$ cat src/rtl/sd_buf_dma.sv
// sd_buf_dma: register-programmed DMA engine that copies 32-bit words between the
// SD DMA buffer's CPU-side port and system memory, with a completion interrupt.
module sd_buf_dma #(
    parameter int BUF_AW = 10,
    parameter int CNT_W  = 11
) (
    input  logic              clkCPU,
    input  logic              globlRst,
    input  logic [31:0]       addrBus,
    input  logic [31:0]       dataInBus,
    input  logic [3:0]        weBus,
    input  logic              en_reg,
    output logic [31:0]       dataOut_reg,
    output logic [BUF_AW-1:0] buf_addr,
    output logic [31:0]       buf_dout,
    input  logic [31:0]       buf_din,
    output logic [3:0]        buf_we,
    output logic              buf_en,
    output logic [31:0]       mem_addr,
    output logic [31:0]       mem_dout,
    input  logic [31:0]       mem_din,
    output logic              mem_req,
    output logic              mem_we,
    input  logic              mem_ack,
    output logic              dmaInt
);

    typedef enum logic [2:0] {
        IDLE,
        B_RD,
        B_LAT,
        M_WR,
        M_RD,
        B_WR,
        DONE_ST
    } state_t;

    localparam logic [CNT_W-1:0] MAX_CNT = CNT_W'(2 ** BUF_AW);

    // Programming registers
    logic              dir_q, dir_d;
    logic              irqen_q, irqen_d;
    logic [BUF_AW-1:0] bufbase_q, bufbase_d;
    logic              done_q, done_d;
    logic              aborted_q, aborted_d;
    logic [31:2]       memaddr_q, memaddr_d;
    logic [CNT_W-1:0]  count_q, count_d;

    // Transfer engine
    state_t            state_q, state_d;
    logic [BUF_AW-1:0] bptr_q, bptr_d;
    logic [31:2]       mptr_q, mptr_d;
    logic [CNT_W-1:0]  rem_q, rem_d;
    logic              abort_pend_q, abort_pend_d;

    // Registered outputs
    logic [31:0]       rdata_q, rdata_d;
    logic [BUF_AW-1:0] buf_addr_q, buf_addr_d;
    logic [31:0]       buf_dout_q, buf_dout_d;
    logic [3:0]        buf_we_q, buf_we_d;
    logic              buf_en_q, buf_en_d;
    logic [31:2]       mem_addr_q, mem_addr_d;
    logic [31:0]       mem_dout_q, mem_dout_d;
    logic              mem_req_q, mem_req_d;
    logic              mem_we_q, mem_we_d;
    logic              irq_q, irq_d;

    // Bus decode
    logic busy;
    logic wr;
    logic wr_ctrl, wr_stat, wr_maddr, wr_count;
    logic start, abort_req, abort_now;
    logic set_done, set_aborted, advance;

    assign busy      = (state_q != IDLE);
    assign wr        = en_reg && (weBus != 4'h0);
    assign wr_ctrl   = wr && (addrBus[3:2] == 2'd0);
    assign wr_stat   = wr && (addrBus[3:2] == 2'd1);
    assign wr_maddr  = wr && (addrBus[3:2] == 2'd2);
    assign wr_count  = wr && (addrBus[3:2] == 2'd3);
    assign start     = wr_ctrl && dataInBus[0] && !busy;
    assign abort_req = wr_ctrl && dataInBus[3] && busy;
    assign abort_now = abort_pend_q || abort_req;

    logic unused_addr_bits;
    assign unused_addr_bits = ^{addrBus[31:4], addrBus[1:0]};

    // NOTE: every _d gets its hold value first so no path through this block
    // leaves a variable unassigned, which would otherwise infer a latch.
    always_comb begin
        dir_d        = dir_q;
        irqen_d      = irqen_q;
        bufbase_d    = bufbase_q;
        done_d       = done_q;
        aborted_d    = aborted_q;
        memaddr_d    = memaddr_q;
        count_d      = count_q;
        state_d      = state_q;
        bptr_d       = bptr_q;
        mptr_d       = mptr_q;
        rem_d        = rem_q;
        abort_pend_d = abort_pend_q;
        rdata_d      = rdata_q;
        buf_addr_d   = buf_addr_q;
        buf_dout_d   = buf_dout_q;
        mem_addr_d   = mem_addr_q;
        mem_dout_d   = mem_dout_q;
        set_done     = 1'b0;
        set_aborted  = 1'b0;
        advance      = 1'b0;

        // IRQEN stays writable during a transfer; the transfer shape does not.
        if (wr_ctrl) begin
            irqen_d = dataInBus[2];
            if (!busy) begin
                dir_d     = dataInBus[1];
                bufbase_d = dataInBus[16 +: BUF_AW];
            end
        end
        if (wr_maddr && !busy) begin
            memaddr_d = dataInBus[31:2];
        end
        if (wr_count && !busy) begin
            count_d = dataInBus[CNT_W-1:0];
        end
        if (wr_stat) begin
            if (dataInBus[1]) done_d    = 1'b0;
            if (dataInBus[2]) aborted_d = 1'b0;
        end
        if (abort_req) begin
            abort_pend_d = 1'b1;
        end

        case (state_q)
            IDLE: begin
                abort_pend_d = 1'b0;
                if (start) begin
                    bptr_d    = dataInBus[16 +: BUF_AW];
                    mptr_d    = memaddr_q;
                    rem_d     = (count_q > MAX_CNT) ? MAX_CNT : count_q;
                    done_d    = 1'b0;
                    aborted_d = 1'b0;
                    if (count_q == '0) begin
                        state_d = DONE_ST;
                    end else if (dataInBus[1]) begin
                        state_d = M_RD;
                    end else begin
                        state_d = B_RD;
                    end
                end
            end
            B_RD: begin
                if (abort_now) begin
                    state_d     = IDLE;
                    set_aborted = 1'b1;
                end else begin
                    state_d = B_LAT;
                end
            end
            B_LAT: begin
                if (abort_now) begin
                    state_d     = IDLE;
                    set_aborted = 1'b1;
                end else begin
                    mem_dout_d = buf_din;
                    state_d    = M_WR;
                end
            end
            M_WR: begin
                // An abort never cuts a memory handshake short.
                if (mem_ack) begin
                    advance = 1'b1;
                    if (abort_now) begin
                        state_d     = IDLE;
                        set_aborted = 1'b1;
                    end else if (rem_q == CNT_W'(1)) begin
                        state_d = DONE_ST;
                    end else begin
                        state_d = B_RD;
                    end
                end
            end
            M_RD: begin
                if (mem_ack) begin
                    buf_dout_d = mem_din;
                    if (abort_now) begin
                        state_d     = IDLE;
                        set_aborted = 1'b1;
                    end else begin
                        state_d = B_WR;
                    end
                end
            end
            B_WR: begin
                advance = 1'b1;
                if (abort_now) begin
                    state_d     = IDLE;
                    set_aborted = 1'b1;
                end else if (rem_q == CNT_W'(1)) begin
                    state_d = DONE_ST;
                end else begin
                    state_d = M_RD;
                end
            end
            DONE_ST: begin
                set_done     = 1'b1;
                abort_pend_d = 1'b0;
                state_d      = IDLE;
            end
            default: begin
                state_d = IDLE;
            end
        endcase

        if (advance) begin
            bptr_d = bptr_q + BUF_AW'(1);
            mptr_d = mptr_q + 30'd1;
            rem_d  = rem_q - CNT_W'(1);
        end

        // Hardware sets are applied after software clears so a set wins.
        if (set_done)    done_d    = 1'b1;
        if (set_aborted) aborted_d = 1'b1;

        // Outputs are decoded from the next state so they line up with state_q.
        buf_en_d  = (state_d == B_RD) || (state_d == B_WR);
        buf_we_d  = (state_d == B_WR) ? 4'hF : 4'h0;
        mem_req_d = (state_d == M_WR) || (state_d == M_RD);
        mem_we_d  = (state_d == M_WR);
        if (buf_en_d) begin
            buf_addr_d = bptr_d;
        end
        if (mem_req_d) begin
            mem_addr_d = mptr_d;
        end
        irq_d = irqen_q && (done_q || aborted_q);

        if (en_reg) begin
            rdata_d = '0;
            case (addrBus[3:2])
                2'd0: begin
                    rdata_d[16 +: BUF_AW] = bufbase_q;
                    rdata_d[2]            = irqen_q;
                    rdata_d[1]            = dir_q;
                end
                2'd1:    rdata_d[2:0] = {aborted_q, done_q, busy};
                2'd2:    rdata_d      = {memaddr_q, 2'b00};
                default: rdata_d[CNT_W-1:0] = count_q;
            endcase
        end
    end

    // NOTE: state is updated only with non-blocking assignments so every flop
    // samples the values of the previous cycle regardless of statement order.
    always_ff @(posedge clkCPU) begin
        if (globlRst) begin
            dir_q        <= 1'b0;
            irqen_q      <= 1'b0;
            bufbase_q    <= '0;
            done_q       <= 1'b0;
            aborted_q    <= 1'b0;
            memaddr_q    <= '0;
            count_q      <= '0;
            state_q      <= IDLE;
            bptr_q       <= '0;
            mptr_q       <= '0;
            rem_q        <= '0;
            abort_pend_q <= 1'b0;
            rdata_q      <= '0;
            buf_addr_q   <= '0;
            buf_dout_q   <= '0;
            buf_we_q     <= 4'h0;
            buf_en_q     <= 1'b0;
            mem_addr_q   <= '0;
            mem_dout_q   <= '0;
            mem_req_q    <= 1'b0;
            mem_we_q     <= 1'b0;
            irq_q        <= 1'b0;
        end else begin
            dir_q        <= dir_d;
            irqen_q      <= irqen_d;
            bufbase_q    <= bufbase_d;
            done_q       <= done_d;
            aborted_q    <= aborted_d;
            memaddr_q    <= memaddr_d;
            count_q      <= count_d;
            state_q      <= state_d;
            bptr_q       <= bptr_d;
            mptr_q       <= mptr_d;
            rem_q        <= rem_d;
            abort_pend_q <= abort_pend_d;
            rdata_q      <= rdata_d;
            buf_addr_q   <= buf_addr_d;
            buf_dout_q   <= buf_dout_d;
            buf_we_q     <= buf_we_d;
            buf_en_q     <= buf_en_d;
            mem_addr_q   <= mem_addr_d;
            mem_dout_q   <= mem_dout_d;
            mem_req_q    <= mem_req_d;
            mem_we_q     <= mem_we_d;
            irq_q        <= irq_d;
        end
    end

    assign dataOut_reg = rdata_q;
    assign buf_addr    = buf_addr_q;
    assign buf_dout    = buf_dout_q;
    assign buf_we      = buf_we_q;
    assign buf_en      = buf_en_q;
    assign mem_addr    = {mem_addr_q, 2'b00};
    assign mem_dout    = mem_dout_q;
    assign mem_req     = mem_req_q;
    assign mem_we      = mem_we_q;
    assign dmaInt      = irq_q;

endmodule

$ cat config.mk
export PLATFORM = sky130hd
export DESIGN_NAME = sd_buf_dma
export DESIGN_NICKNAME = d
export VERILOG_FILES = /design/src/rtl/sd_buf_dma.sv
export SDC_FILE = /design/constraint.sdc
export NUM_CORES = 1
export LEC_CHECK = 0
export BUFFER_PORTS_ARGS = -buffer_cell sky130_fd_sc_hd__buf_2
export CORE_AREA = 2 2 152 154
export CTS_CLUSTER_SIZE = 8
export DETAILED_ROUTE_END_ITERATION = 7
export DIE_AREA = 0 0 154 156
export PLACE_DENSITY = 0.83
export SYNTH_ARGS = -nofsm -noshare
export SYNTH_HDL_FRONTEND = slang
export SYNTH_SLANG_ARGS = --single-unit
$ cat constraint.sdc
create_clock -name clkCPU -period 4.95 [get_ports clkCPU]
set_input_delay 0 -clock clkCPU [delete_from_list [all_inputs] [get_ports clkCPU]]
set_output_delay 0 -clock clkCPU [all_outputs]
set_load 0.02 [all_outputs]
==> results.json <==
{
  "tns_ns": 0,
  "dieArea_sq_um": 24020,
  "crit_end": "memaddr_q[26]",
  "hold_class": "primary input to flop",
  "drive_gt1_frac": 0.2519,
  "hpwl_mm": 21.30,
  "grt_max_degree": 93,
  "critPathLaunch": "en_reg",
  "antenna_found_initial": 1,
  "grt_overflow": 0,
  "leakage_uw": 0.006052,
  "layout_commonest_cell": "dfxtp_1",
  "num-fill-cells": 1734,
  "grt_use_total": 0.2742,
  "maxCapViolations": 0,
  "layout_common_cells": "251 x dfxtp_1, 250 x nand2_1, 248 x buf_2",
  "status": "finished clean",
  "fin_nets": 1725,
  "critPathMaxFanout": 38,
  "start_util": 0.4906,
  "r2r_end": "memaddr_q[26]",
  "setup_viol": 0,
  "viasPerCell": 5.720,
  "cts_resized": 0,
  "synth_xor_area_frac": 0.001597,
  "synth_ff_type": "dfxtp_1",
  "worstPathRequired_ns": 5.41,
  "worstPathArrival_ns": 3.93,
  "insertion_delay_ns": 0.52,
  "p_per_area_nw_per_um2": 349.6,
  "cts-buffers-inserted": 37,
  "synthAdderAreaFrac": 0.004562,
  "relSlewSlack": 0.1875,
  "drt_first_iter_violations": 1175,
  "critPathKind": "primary input to flop",
  "async_flop_share": 0,
  "ir_drop_mv": 0.2017,
  "r2r_setup_slack_ns": 1.48,
  "synth-compound-area-share": 0.1631,
  "synth_edf_count": 0,
  "rsz0062_at_grt": "false",
  "cts_tree": "yes",
  "synth_top_area_share": 0.4580,
  "vias": 10713,
  "core_area_sq_um": 22370,
  "clk_path_buf_depth": 3,
  "yosys.area_share.simple": 0.2429,
  "worst_clock_skew_ns": 0.01904,
  "worstRegToRegCells": 7,
  "synthTopCellsByArea": "dfxtp_1 46%, nand2_1 8.6%, a21oi_1 7.6%",
  "worst_pin_slew_ns": 1.215,
  "io_pins": 282,
  "end_kind": "flop",
  "grt_pass1_vias": 10292,
  "p_total_uw": 4999,
  "synth-warning-count": 0,
  "finalCriticalPeriod_ns": 3.467,
  "post_drt_wl_per_cell_um": 18.33,
  "synthCells": 1268,
  "synth_top_family_by_area": "simple AND/OR/NAND/NOR gates",
  "clkTransAtPathRegs_ns": 0.05,
  "post-synth-top-area-cell": "dfxtp_1",
  "gp_congestion": 0.9315,
  "htreeDepth": 2,
  "reg2reg_from": "state_q[1]",
  "hold_viol_final": 0,
  "period_share": 0.7004,
  "syn_area_per_cell_sq_um": 8.653,
  "syn-cell-area_sq_um": 10970,
  "grt_pass1_wl_mm": 53.90,
  "cts_sinks": 251,
  "ys_seq_elements": 251,
  "antenna_cells": 0,
  "syn_to_final_growth_pct": 30.32,
  "portBuffers": 249,
  "fmax_mhz": 288.4,
  "start_kind": "primary input",
  "routed_wl_mm": 34.34,
  "yosysUniqueCellTypes": 91,
  "firstDrtPassIters": 6,
  "die_h_um": 156,
  "finalMaxSlewViolations": 0,
  "yosysSeqAreaShare": 0.4580,
  "cts_root_buf": "clkbuf_16",
  "drtAntennaViolNets": 0,
  "fp.dieW_um": 154,
  "rows": 55,
  "synth_mux_area_frac": 0.07789,
  "drc_errors": 0
}
==> power breakdown <==
group	leakage, uW	switching (uW)	internal [uW]
Clock	0.000490	875	1380
Sequential	0.00203	59.6	2090
Combinational	0.00353	344	247
Total	0.00605	1280	3720
==> cells in the mapped netlist, drive strengths merged, types with 6 or more instances <==
| master | number |
|---|---|
| clkbuf | 74 |
| a21oi | 168 |
| and2 | 11 |
| a2111oi | 7 |
| and2b | 23 |
| o21ai | 21 |
| nand4 | 14 |
| nor3 | 18 |
| a31oi | 10 |
| inv | 14 |
| nand2 | 250 |
| nor4 | 11 |
| a311oi | 8 |
| mux2i | 19 |
| a311o | 6 |
| nor2 | 100 |
| a211oi | 9 |
| o211ai | 6 |
| nor2b | 40 |
| or3 | 9 |
| mux2 | 48 |
| nand3 | 32 |
| dfxtp | 251 |
| and4 | 6 |
| and3 | 12 |
| or2 | 8 |
| buf | 22 |
==> worst max-delay path, cell delays in order <==
cell	delay, ns
buf_2	0.58
and2_1	0.42
nor2b_1	0.88
and2_1	1.06
nand2_1	0.17
a21oi_1	0.22
dlygate4sd3_1	0.58
==> how the worst min path moves through the flow <==
| stage | start | slack (ns) | cells past startpoint | to |
|---|---|---|---|---|
| after floorplan | dataInBus[17] | 0.14 | 2 | memaddr_q[17] |
| after global placement | buf_din[22] | 0.24 | 3 | mem_dout[22] |
| after detailed placement | buf_din[14] | 0.24 | 3 | mem_dout[14] |
| after CTS | mem_ack | 0.005 | 5 | aborted_q |
| after global routing | mem_ack | 0.06 | 5 | aborted_q |
| final | mem_ack | 0.03 | 5 | aborted_q |
==> layout make-up <==
cell class	count	area, sq um	share of cell area
well taps	285	356.6	0.02494
clock inverters	4	67.56	0.004725
inverters	14	52.55	0.003675
clock buffers	38	929.6	0.06502
flip-flops and latches	251	5025	0.3514
multi-input cells	908	5404	0.3779
repair buffers	373	2464	0.1723
==> logic make-up after synthesis <==
| group | count (synthesis) |
|---|---|
| adder cells (fa/ha/maj) | 4 |
| buffers and inverters | 110 |
| other | 1 |
| flip-flops | 251 |
| AO/OA/AOI/OAI | 280 |
| AND/OR/NAND/NOR | 552 |
| XOR/XNOR | 2 |
| multiplexers | 68 |
==> stage by stage <==
stage | setup WS (ns) | util | cells | cell area (sq um) | hold slack [ns]
3_3_place_gp | 1.614 | 0.5446 | 1719 | 12180 | 0.2397
4_1_cts | 1.637 | 0.6393 | 1873 | 14300 | 0.004622
3_5_place_dp | 1.558 | 0.5446 | 1719 | 12180 | 0.2445
2_1_floorplan | 2.551 | - | 1269 | 10980 | 0.1360
5_1_grt | 1.253 | 0.6393 | 1873 | 14300 | 0.06488
6_report | 1.483 | 0.6393 | 1873 | 14300 | 0.02539
==> timing repair <==
item | CTS | global route
setup buffers | 0 | 0
hold endpoints to repair | 142 | 0
hold buffers | 112 | 0
==> layer usage <==
metal	global-route usage	part of all wire
met4	0.1153	0.038
met3	0.05556	0.089
met2	0.4388	0.46
met1	0.3625	0.41
met5	0	0
Note: power is estimated with default switching activity, not from simulation.
